## config.mk

```make
export PLATFORM = sky130hd
export DESIGN_NAME = pc_counter
export DESIGN_NICKNAME = d
export VERILOG_FILES = /design/src/rtl/pc_pkg.sv /design/src/rtl/pc_incr.sv /design/src/rtl/pc_counter.sv
export SDC_FILE = /design/constraint.sdc
export NUM_CORES = 1
export LEC_CHECK = 0
export CAP_MARGIN = 20
export CORE_AREA = 2 2 61 57
export CTS_BUF_LIST = sky130_fd_sc_hd__clkbuf_16
export DETAILED_ROUTE_END_ITERATION = 12
export DIE_AREA = 0 0 63 59
export PLACE_DENSITY = 0.86
export SLEW_MARGIN = 40
export SYNTH_ARGS = -nofsm -noshare
export SYNTH_HDL_FRONTEND = slang
export SYNTH_SLANG_ARGS = --single-unit
```

## constraint.sdc

```tcl
create_clock -name clk -period 5.92 [get_ports clk]
set_input_delay 1.184 -clock clk [delete_from_list [all_inputs] [get_ports clk]]
set_output_delay 1.184 -clock clk [all_outputs]
set_load 0.05 [all_outputs]
```

## src/rtl/pc_pkg.sv

```systemverilog
// rtl/pc_pkg.sv - shared op encodings, FSM states and default width for the program counter
package pc_pkg;

  localparam int PC_WIDTH = 12;

  typedef enum logic [1:0] {
    PC_HOLD = 2'b00,
    PC_INC  = 2'b01,
    PC_SKIP = 2'b10,
    PC_LOAD = 2'b11
  } pc_op_e;

  typedef enum logic {
    RUN = 1'b0,
    IRQ = 1'b1
  } pc_state_e;

endpackage

```

## src/rtl/pc_incr.sv

```systemverilog
// rtl/pc_incr.sv - combinational ripple incrementer adding 1 or 2 with carry out
module pc_incr
  import pc_pkg::*;
#(
  parameter int WIDTH = PC_WIDTH
) (
  input  logic [WIDTH-1:0] a,
  input  logic             two,
  output logic [WIDTH-1:0] sum,
  output logic             cout
);

  // Half-adder chain. The +1 enters at bit 0 and the +2 at bit 1.
  // They are mutually exclusive, so bit 1 only ever sees one of them.
  always_comb begin
    logic c;
    sum = '0;
    c   = ~two;
    for (int i = 0; i < WIDTH; i++) begin
      if (i == 1) begin
        c = c | two;
      end
      sum[i] = a[i] ^ c;
      c      = a[i] & c;
    end
    cout = c;
  end

endmodule

```

## src/rtl/pc_counter.sv

```systemverilog
// rtl/pc_counter.sv - 12-bit program counter with hold/inc/skip/load, interrupt vectoring; optional PC_LINK_EN return link
module pc_counter
  import pc_pkg::*;
#(
  parameter int               WIDTH      = PC_WIDTH,
  parameter logic [WIDTH-1:0] RESET_PC   = '0,
  parameter logic [WIDTH-1:0] IRQ_VECTOR = WIDTH'(1)
) (
  input  logic             clk,
  input  logic             rstn,
  input  logic             step,
  input  logic [1:0]       op,
  input  logic [WIDTH-1:0] load_addr,
  input  logic             irq,
  output logic             irq_ack,
  output logic [WIDTH-1:0] pc,
  output logic [WIDTH-1:0] pc_n,
`ifdef PC_LINK_EN
  output logic [WIDTH-1:0] link,
`endif
  output logic             wrap
);

  pc_state_e        state_q, state_d;
  logic [WIDTH-1:0] pc_q, pc_d;
  logic [WIDTH-1:0] pc_n_q;
  logic             wrap_q, wrap_d;
  logic             irq_ack_q, irq_ack_d;
  logic             irq_en_q, irq_en_d;
`ifdef PC_LINK_EN
  logic [WIDTH-1:0] link_q, link_d;
`endif

  logic [WIDTH-1:0] incr_sum;
  logic             incr_cout;

  // The single shared incrementer serves both inc and skip.
  pc_incr #(
    .WIDTH(WIDTH)
  ) u_incr (
    .a    (pc_q),
    .two  (op == PC_SKIP),
    .sum  (incr_sum),
    .cout (incr_cout)
  );

  // Next-state logic: the interrupt wins over op in RUN; step=0 freezes everything.
  always_comb begin
    state_d   = state_q;
    pc_d      = pc_q;
    wrap_d    = wrap_q;
    irq_ack_d = 1'b0;
    irq_en_d  = irq_en_q;
`ifdef PC_LINK_EN
    link_d    = link_q;
`endif
    if (step) begin
      if (state_q == RUN && irq && irq_en_q) begin
        pc_d      = IRQ_VECTOR;
        irq_ack_d = 1'b1;
        irq_en_d  = 1'b0;
        state_d   = IRQ;
`ifdef PC_LINK_EN
        link_d    = pc_q;
`endif
      end else begin
        case (pc_op_e'(op))
          PC_HOLD: pc_d = pc_q;
          PC_INC, PC_SKIP: begin
            pc_d = incr_sum;
            if (incr_cout) begin
              wrap_d = 1'b1;
            end
          end
          PC_LOAD: begin
            pc_d = load_addr;
`ifdef PC_LINK_EN
            // An all-ones target in IRQ means "return to where we came from".
            if (state_q == IRQ && load_addr == '1) begin
              pc_d = link_q;
            end
            link_d = pc_q;
`endif
            if (state_q == IRQ) begin
              state_d  = RUN;
              irq_en_d = 1'b1;
            end
          end
          default: pc_d = pc_q;
        endcase
      end
    end
  end

  // State registers; pc_n is its own flop so the q/nq pair switch on the same edge.
  always_ff @(posedge clk or negedge rstn) begin
    if (!rstn) begin
      state_q   <= RUN;
      pc_q      <= RESET_PC;
      pc_n_q    <= ~RESET_PC;
      wrap_q    <= 1'b0;
      irq_ack_q <= 1'b0;
      irq_en_q  <= 1'b1;
`ifdef PC_LINK_EN
      link_q    <= '0;
`endif
    end else begin
      state_q   <= state_d;
      pc_q      <= pc_d;
      pc_n_q    <= ~pc_d;
      wrap_q    <= wrap_d;
      irq_ack_q <= irq_ack_d;
      irq_en_q  <= irq_en_d;
`ifdef PC_LINK_EN
      link_q    <= link_d;
`endif
    end
  end

  assign pc      = pc_q;
  assign pc_n    = pc_n_q;
  assign wrap    = wrap_q;
  assign irq_ack = irq_ack_q;
`ifdef PC_LINK_EN
  assign link    = link_q;
`endif

endmodule

```

* Yosys cells after proc, flatten, opt, wreduce, memory -nomap -nowiden
Index checks and enable logic that the tools add are counted.
** Word-level totals
- Register bits :: 28
- Input bits :: 18
- Output and inout bits :: 26
- Word-level logic and storage cells :: 57
** Operators by class
- Eq/ne operators :: 3
- Muxes and demuxes :: 10
- Bitwise gates (word level) :: 29
- Reductions and logical operators :: 9
** Operators by type and width (number)
- $pmux W12 S3 :: 1
- $mux W12 :: 2
- $and A1 B1 Y1 :: 12
- $not A12 Y12 :: 1
- $xor A1 B1 Y1 :: 12
- $mux W1 :: 7
- $eq A2 B2 Y1 const B :: 2
- $reduce_and A4 Y1 :: 1
- $reduce_bool A2 Y1 :: 2
- $not A1 Y1 :: 3
- $reduce_and A3 Y1 :: 1
- $eq A2 B1 Y1 const B :: 1
- $logic_and A1 B1 Y1 :: 2
- $logic_not A2 Y1 :: 1
- $reduce_and A2 Y1 :: 1
- $reduce_or A2 Y1 :: 1
- $or A1 B1 Y1 :: 1

* Logic depth before layout (Yosys ltp)
Gate-level depths: netlist (run 1).
- Word-level depth :: 19
- Gate-level depth with buffers :: 18
- Depth with buffers taken out :: 18

* By module
From an unflattened synthesis (run 1), not the netlist that was laid out.
** Unflattened totals
- Cell total of the unflattened synthesis :: 106
- Area, all modules :: 1401.3 µm²
** Modules (own cells, without submodules)
- pc_counter :: instances 1, cells an instance 90, area each 1236.2 µm², sequential area each 716.9 µm²
- pc_incr :: instances 1, cells an instance 16, area each 165.2 µm², sequential area each 0.0 µm²

* Worst setup path after synthesis (run 1)
Ideal clock, no wire load.
- Path kind :: in2reg
- From :: input op[0]
- To :: register pc_n_q[11] (netlist: pc_n[11])
- Library setup time :: 77 ps
- Arrival time :: 3946 ps
- Required time :: 5843 ps
- Path slack :: 1897 ps
- Stages :: 18
- Cells stage by stage :: inv_1 ha_1 inv_1 ha_1 inv_1 ha_1 ha_1 ha_1 ha_1 ha_1 ha_1 ha_1 ha_1 ha_1 ha_1 ha_1 a22oi_1 a2bb2oi_1
** Between the ends
- Cells in the longest elaborated chain, start to end :: 19
** Ends and longest elaborated chain
- from (decl) :: line pc_counter.sv:12 : input logic [1:0] op,
- $eq A2 B2 Y1 :: line pc_counter.sv:42, pc_counter.sv:67
- $not A1 Y1 :: line pc_incr.sv:18 : c = ~two;
- $and A1 B1 Y1 :: line pc_incr.sv:24 : c = a[i] & c;
- $or A1 B1 Y1 :: line pc_incr.sv:21 : c = c | two;
- $and A1 B1 Y1 (10 in a row) :: line pc_incr.sv:24
- $xor A1 B1 Y1 :: line pc_incr.sv:23 : sum[i] = a[i] ^ c;
- $pmux W12 S3 (*) :: line pc_counter.sv:67 : case (pc_op_e'(op))
- $mux W12 (*) :: line pc_counter.sv:58 : if (state_q == RUN && irq && irq_en_q) begin
- $mux W12 (*) :: line pc_counter.sv:57 : if (step) begin
- $not A12 Y12 (*) :: line pc_counter.sv:110 : pc_n_q <= ~pc_d;
- to (signal assigned) :: line pc_counter.sv:100 : pc_n_q <= ~RESET_PC;
- to (signal assigned) :: line pc_counter.sv:110
- to (decl) :: line pc_counter.sv:26 : logic [WIDTH-1:0] pc_n_q;
Every way passes the cells marked *; elsewhere a longest branch is shown, timed or not.
A chain may end at the register's enable or synchronous reset.

* Worst setup path after layout (run 1)
Ends and elaborated chain as after synthesis.

==> impl_metrics.env, run 1 <==
export IMPL_synth_seq_cells=28
export IMPL_post_route_drc_count=0
export IMPL_ctsResizeCount=0
export IMPL_grt_pass1_vias=1087
export IMPL_path_class="in2reg"
export IMPL_reg2reg_from="pc[0]"
export IMPL_synth_ff_type="dfrtp_1"
export IMPL_synthTopCellsByCount="dfrtp_1, ha_1, a22oi_1, dfstp_2, a2bb2oi_1"
export IMPL_cp_max_fo=2
export IMPL_yosys_cell_types_count=25
export IMPL_antenna_found_initial=0
export IMPL_synthCells=105
export IMPL_synth_async_reset_ratio_pct=100.0
export IMPL_grt_pass1_wl_mm=5.016
export IMPL_yosysSeqAreaShare_pct=48.97
export IMPL_post_cts_buffers=0
export IMPL_relSlewSlack_pct=47.51
export IMPL_grtUsageMet1_pct=20.62
export IMPL_rsz0062_at_grt="false"
export IMPL_synth_fp_nets=138
export IMPL_holdPathEnd="wrap"
export IMPL_clkSlewWorstSetupHoldPaths_ns=0.07
export IMPL_initialDrtViolationCount=52
export IMPL_syn_cell_area_um2=1464
export IMPL_crit_path_end_kind="flip-flop"
export IMPL_final_antenna_net_count=0
export IMPL_dr_pass1_iters=4
export IMPL_ir_worst_vdd_mv=0.1458
export IMPL_post_route_period_util_pct=75.22
export IMPL_vias=1032
export IMPL_p_per_area_nw_per_um2=328.3
export IMPL_cts_tree="done"
export IMPL_hold_class="reg2reg"
export IMPL_synthSimpleGateAreaFrac_pct=4.530
export IMPL_io_pins=44
export IMPL_setup_viol=0
export IMPL_drive_above_1_share_pct=23.13
export IMPL_n_antenna_cell=0
export IMPL_hold_path_depth=1
export IMPL_rrSetupSlack_ns=2.67
export IMPL_cts_made_buffers=3
export IMPL_status="finished, final reports clean"
export IMPL_synth_xor_area_share_pct=0
export IMPL_grt_use_met3_pct=1.901
export IMPL_drv_slew=0
export IMPL_ff_latch_area_um2=716.9
export IMPL_fin_crit_ns=4.453
export IMPL_tightestPinTransition_ns=0.7856
export IMPL_holdCritStartpoint="wrap"
export IMPL_syn_avg_cell_area_um2=13.94
export IMPL_worstPathArrival_ns=4.64
export IMPL_drv_cap=0
export IMPL_core_um2=3019
export IMPL_area_growth_pct=34.62
export IMPL_synth_top_area_share_pct=25.64
export IMPL_die_height_um=59
export IMPL_r2r_end="pc_n[11]"
export IMPL_leakagePower_nw=0.8540
export IMPL_power_mw=0.6470
export IMPL_insertion_delay_ns=0.26
export IMPL_final_nets=181
export IMPL_hpwlAfterDp_mm=2.167
export IMPL_start_util_pct=48.49
export IMPL_wl_per_cell_um=16.65
export IMPL_finalClockSkew_ns=0.005322
export IMPL_clock_tree_root_cell="clkbuf_16"
export IMPL_synth_top_family_by_area="compound AO/OA/AOI/OAI gates"
export IMPL_wl_mm=3.147
export IMPL_dieArea_um2=3717
export IMPL_synthMuxAreaShare_pct=0
export IMPL_max_freq_ghz=0.2246
export IMPL_setup_tns_final_ns=0
export IMPL_synthAdderAreaFrac_pct=12.82
export IMPL_grtUsageTotal_pct=17.35
export IMPL_gr_max_usage_layer="met2"
export IMPL_cts_max_path_buffers=2
export IMPL_reg2reg_depth=16
export IMPL_n_fill_cell=239
export IMPL_synthTopCellsByArea="dfrtp_1, dfstp_2, ha_1"
export IMPL_synth_compound_area_share_pct=27.86
export IMPL_required_ns=6.11
export IMPL_htreeDepth=1
export IMPL_hold_viol=0
export IMPL_multi_input_area_um2=661.9
export IMPL_grt_max_degree=29
export IMPL_clock_sinks=28
export IMPL_overflow=0
export IMPL_grtUsageMet2_pct=32.22
export IMPL_die_width_um=63
export IMPL_rows=19
export IMPL_synth_top_cell_by_area="dfrtp_1"
export IMPL_synth_edff_count=0
export IMPL_io_buffers=43
export IMPL_gp_congestion=0.7218
export IMPL_cts_hold_buf=0
export IMPL_avgViaCountPerCell=5.460
export IMPL_worst_setup_path_start_kind="input pin"
export IMPL_ys_warn_count=0
-- how the worst max path moves through the flow --
stage | end | slack (ns) | startpoint | depth (start not counted)
after floorplan | pc_n[11] | 1.90 | op[0] | 18
after global routing | pc_n[11] | 1.28 | op[0] | 19
after global placement | pc_n[11] | 1.25 | op[0] | 19
after CTS | pc_n[11] | 1.45 | op[0] | 19
final | pc_n[11] | 1.47 | op[0] | 19
after detailed placement | pc_n[11] | 1.18 | op[0] | 19
-- where the power goes --
part / internal [mW] / total, mW / switching (mW)
clock: 0.0905 / 0.153 / 0.0630
sequential: 0.227 / 0.249 / 0.0218
combinational: 0.0934 / 0.244 / 0.151
-- registers in the layout, indices dropped and copies added, names as in the netlist, named ones only --
name and flops:
pc_n 12, irq_en_q 1, wrap 1, pc 10, state_q 1, irq_ack 1
-- worst max-delay path: stages --
cell             delay [ns]
clkdlybuf4s50_1        0.48
inv_1                  0.06
ha_1                   0.19
inv_1                  0.05
ha_1                   0.13
inv_1                  0.04
ha_1                   0.17
ha_1                   0.18
ha_1                   0.18
ha_1                   0.18
ha_1                   0.18
ha_1                   0.18
ha_1                   0.18
ha_1                   0.18
ha_1                   0.19
ha_1                   0.19
ha_1                   0.27
a22oi_1                0.25
a2bb2oi_1              0.20
-- kinds of logic (layout without fill, tap and decap cells) --
group	Yosys count	in the layout
flops	28	28
compound gates	41	41
simple gates	9	9
buf+inv	12	54
fa+ha+maj	15	15
-- stage by stage --
stage	hold WS (ns)	setup slack, ns	instances	util (%)	area, um^2
after floorplan	0.4862	1.897	105	-	1464
after global placement	0.4555	1.247	185	62.66	1892
after detailed placement	0.4693	1.183	185	62.66	1892
after CTS	0.4818	1.451	189	65.27	1971
after global routing	0.4879	1.277	189	65.27	1971
final	0.4753	1.467	189	65.27	1971
-- layout by cell type, fill, tap and decap left out --
master / count
clkdlybuf4s50_1: 43
ha_1: 15
dfrtp_1: 15
a22oi_1: 13
dfstp_2: 13
a2bb2oi_1: 11
o2bb2ai_2: 10
inv_1: 6
clkbuf_16: 3
a21oi_1: 2
nand2_1: 2
and2b_4: 1
nand3b_1: 1
nand2_4: 1
and3b_4: 1
a21oi_4: 1
and2_1: 1
a22o_2: 1
and2_2: 1
o2bb2ai_1: 1
a41o_1: 1
nor2_1: 1
a21o_2: 1
clkinv_1: 1
buf_4: 1
-- metal layers --
| layer | routed length, um | up-vias |
|---|---|---|
| li1 | - | 482 |
| met1 | 1331 | 525 |
| met3 | 84 | 2 |
| met4 | 27 | 0 |
| met5 | 0 | - |
| met2 | 1704 | 23 |
-- cell type report --
| class | count | share of cell area [%] |
|---|---|---|
| Multi-Input combinational cell | 65 | 33.59 |
| Sequential cell | 28 | 36.38 |
| Tap cell | 42 | 2.667 |
| Inverter | 6 | 1.143 |
| Clock buffer | 3 | 3.810 |
| Timing Repair Buffer | 44 | 22.22 |
| Clock inverter | 1 | 0.1905 |
Note: power is estimated with default switching activity, not from simulation.
==> run 2: changes to the inputs <==
- CORE_AREA: 2 2 61 57 -> 2 2 63 59
- DIE_AREA: 0 0 63 59 -> 0 0 65 61
- PLACE_DENSITY: 0.86 -> 0.81
- clock period: 5.92 -> 4.7 ns (I/O delays scaled with it)
==> run 2 against run 1 <==
Compared with the run above:
- routed wire length is 2.5% lower
- sequential power is 26% higher
- final area is 0.13% higher
- global-route usage is 0.56 points lower
- clock-buffer cell count stayed put
- largest power group unchanged
==> impl_metrics.env, run 2 (synthesized netlist as in run 1, its figures left out) <==
export IMPL_cp_max_fo=2
export IMPL_rows=20
export IMPL_area_growth_pct=34.79
export IMPL_path_class="in2reg"
export IMPL_dr_pass1_iters=4
export IMPL_tightestPinTransition_ns=0.7660
export IMPL_hold_path_depth=1
export IMPL_post_route_drc_count=0
export IMPL_clockPowerShare_pct=23.7
export IMPL_crit_family="adder cells"
export IMPL_initialDrtViolationCount=62
export IMPL_worstPathArrival_ns=4.38
export IMPL_post_cts_buffers=0
export IMPL_gr_max_usage_layer="met2"
export IMPL_avgViaCountPerCell=5.450
export IMPL_hold_viol=0
export IMPL_start_util_pct=44.66
export IMPL_required_ns=4.89
export IMPL_grt_pass1_wl_mm=4.947
export IMPL_ctsResizeCount=0
export IMPL_io_pins=44
export IMPL_rsz0062_at_grt="false"
export IMPL_p_sw_mw=0.2970
export IMPL_cts_made_buffers=3
export IMPL_grtUsageMet2_pct=27.54
export IMPL_clock_sinks=28
export IMPL_r2r_end="pc_n[11]"
export IMPL_setup_ws_ns=0.5046
export IMPL_grtUsageTotal_pct=16.79
export IMPL_place_inst=187
export IMPL_wl_mm=3.067
export IMPL_critPathMaxStageDelay_ns=0.49
export IMPL_leakagePower_nw=0.8540
export IMPL_grt_use_met3_pct=2.783
export IMPL_reg2reg_depth=16
export IMPL_final_common_cell="clkdlybuf4s50_1"
export IMPL_insertion_delay_ns=0.26
export IMPL_p_per_area_nw_per_um2=413.3
export IMPL_vias=1041
export IMPL_core_um2=3278
export IMPL_critPathBufInv=4
export IMPL_worst_setup_path_start_kind="input pin"
export IMPL_clock_tree_root_cell="clkbuf_16"
export IMPL_dieArea_um2=3965
export IMPL_max_freq_ghz=0.2384
export IMPL_grtUsageMet1_pct=21.42
export IMPL_htreeDepth=1
export IMPL_hold_class="reg2reg"
export IMPL_ir_worst_vdd_mv=0.1482
export IMPL_overflow=0
export IMPL_antenna_found_initial=0
export IMPL_wl_per_cell_um=16.06
export IMPL_setup_tns_final_ns=0
export IMPL_switching_share_pct=36.42
export IMPL_rrSetupSlack_ns=1.49
export IMPL_n_fill_cell=256
export IMPL_drv_slew=0
export IMPL_fin_crit_ns=4.195
export IMPL_post_route_period_util_pct=89.26
export IMPL_cp_slowest_cell="clkdlybuf4s50_1"
export IMPL_cpMostUsedCell="ha_1"
export IMPL_io_buffers=43
export IMPL_grt_max_degree=29
export IMPL_die_width_um=65
export IMPL_layout_common_cells="clkdlybuf4s50_1, ha_1, dfrtp_1"
export IMPL_cp_cell_sequence="clkdlybuf4s50_1, inv_1, ha_1, inv_1, ha_1, inv_1, ha_1, ha_1, ha_1, ha_1, ha_1, ha_1, ha_1, ha_1, ha_1, ha_1, ha_1, a22oi_1, a2bb2oi_1"
export IMPL_p_int_mw=0.5185
export IMPL_pwr_share_seq_pct=38.5
export IMPL_holdPathEnd="pc_n[11]"
export IMPL_layoutNonFillerInstCount=191
export IMPL_setup_viol=0
export IMPL_die_height_um=61
export IMPL_hpwlAfterDp_mm=2.033
export IMPL_multi_input_area_um2=661.9
export IMPL_grt_pass1_vias=1041
export IMPL_power_mw=0.8156
export IMPL_drive_above_1_share_pct=23.13
export IMPL_drv_cap=0
export IMPL_reg2reg_from="pc[0]"
export IMPL_largest_register_ffs=12
export IMPL_final_nets=181
export IMPL_final_antenna_net_count=0
export IMPL_clkSlewWorstSetupHoldPaths_ns=0.06
export IMPL_cts_max_path_buffers=2
export IMPL_cts_hold_buf=0
export IMPL_status="finished, final reports clean"
export IMPL_post_dp_cell_area_um2=1894
export IMPL_gp_congestion=0.8010
export IMPL_pre_cts_ws_ns=0.2449
export IMPL_n_antenna_cell=0
export IMPL_crit_path_end_kind="flip-flop"
export IMPL_relSlewSlack_pct=48.82
export IMPL_cts_tree="done"
export IMPL_finalClockSkew_ns=0.004725
export IMPL_pwr_share_comb_pct=37.8
export IMPL_ff_latch_area_um2=716.9
export IMPL_final_area_um2=1973
run 2: cell counts in the layout (fill, tap and decap cells not counted):
No cell type changed its count.
run 2: layout make-up:
| cell class | instances | area share [%] |
|---|---|---|
| Inverter | 6 | 1.141 |
| Sequential cell | 28 | 36.33 |
| Multi-Input combinational cell | 65 | 33.54 |
| Timing Repair Buffer | 44 | 22.19 |
| Clock buffer | 3 | 3.805 |
| Clock inverter | 1 | 0.1902 |
| Tap cell | 44 | 2.790 |
run 2: layer usage:
metal | share of wire [%] | routed length, um
met2 | 48 | 1467
met1 | 45 | 1390
met3 | 5.0 | 153
met5 | 0 | 0
met4 | 1.8 | 56
run 2: worst register-to-register path: stages (launching register included):
cell and delay (ns):
dfrtp_1 0.37, inv_1 0.09, ha_1 0.15, inv_1 0.04
ha_1 0.17, ha_1 0.18, ha_1 0.18, ha_1 0.18
ha_1 0.17, ha_1 0.18, ha_1 0.19, ha_1 0.19
ha_1 0.18, ha_1 0.18, ha_1 0.27, a22oi_1 0.24
a2bb2oi_1 0.20
run 2: worst max path at each step:
stage	slack [ns]	start	to	cells past startpoint
finish	0.50	op[0]	pc_n[11]	19
global placement	0.29	op[0]	pc_n[11]	19
detailed placement	0.24	op[0]	pc_n[11]	19
CTS	0.50	op[0]	pc_n[11]	19
global route	0.28	op[0]	pc_n[11]	19
floorplan	0.92	op[0]	pc_n[11]	18
run 2: power groups by stage:
stage	sequential, mW	clock, mW	combinational [mW]
floorplan	0.438	0	0.0877
global placement	0.316	0	0.304
detailed placement	0.318	0	0.308
CTS	0.314	0.195	0.310
global route	0.319	0.204	0.327
finish	0.314	0.193	0.308
run 2: stage by stage:
step | hold WS (ns) | util (%)
6_report | 0.4928 | 60.19
5_1_grt | 0.5088 | 60.19
4_1_cts | 0.4946 | 60.19
3_5_place_dp | 0.4826 | 57.79
3_3_place_gp | 0.4641 | 57.79
2_1_floorplan | 0.4862 | -
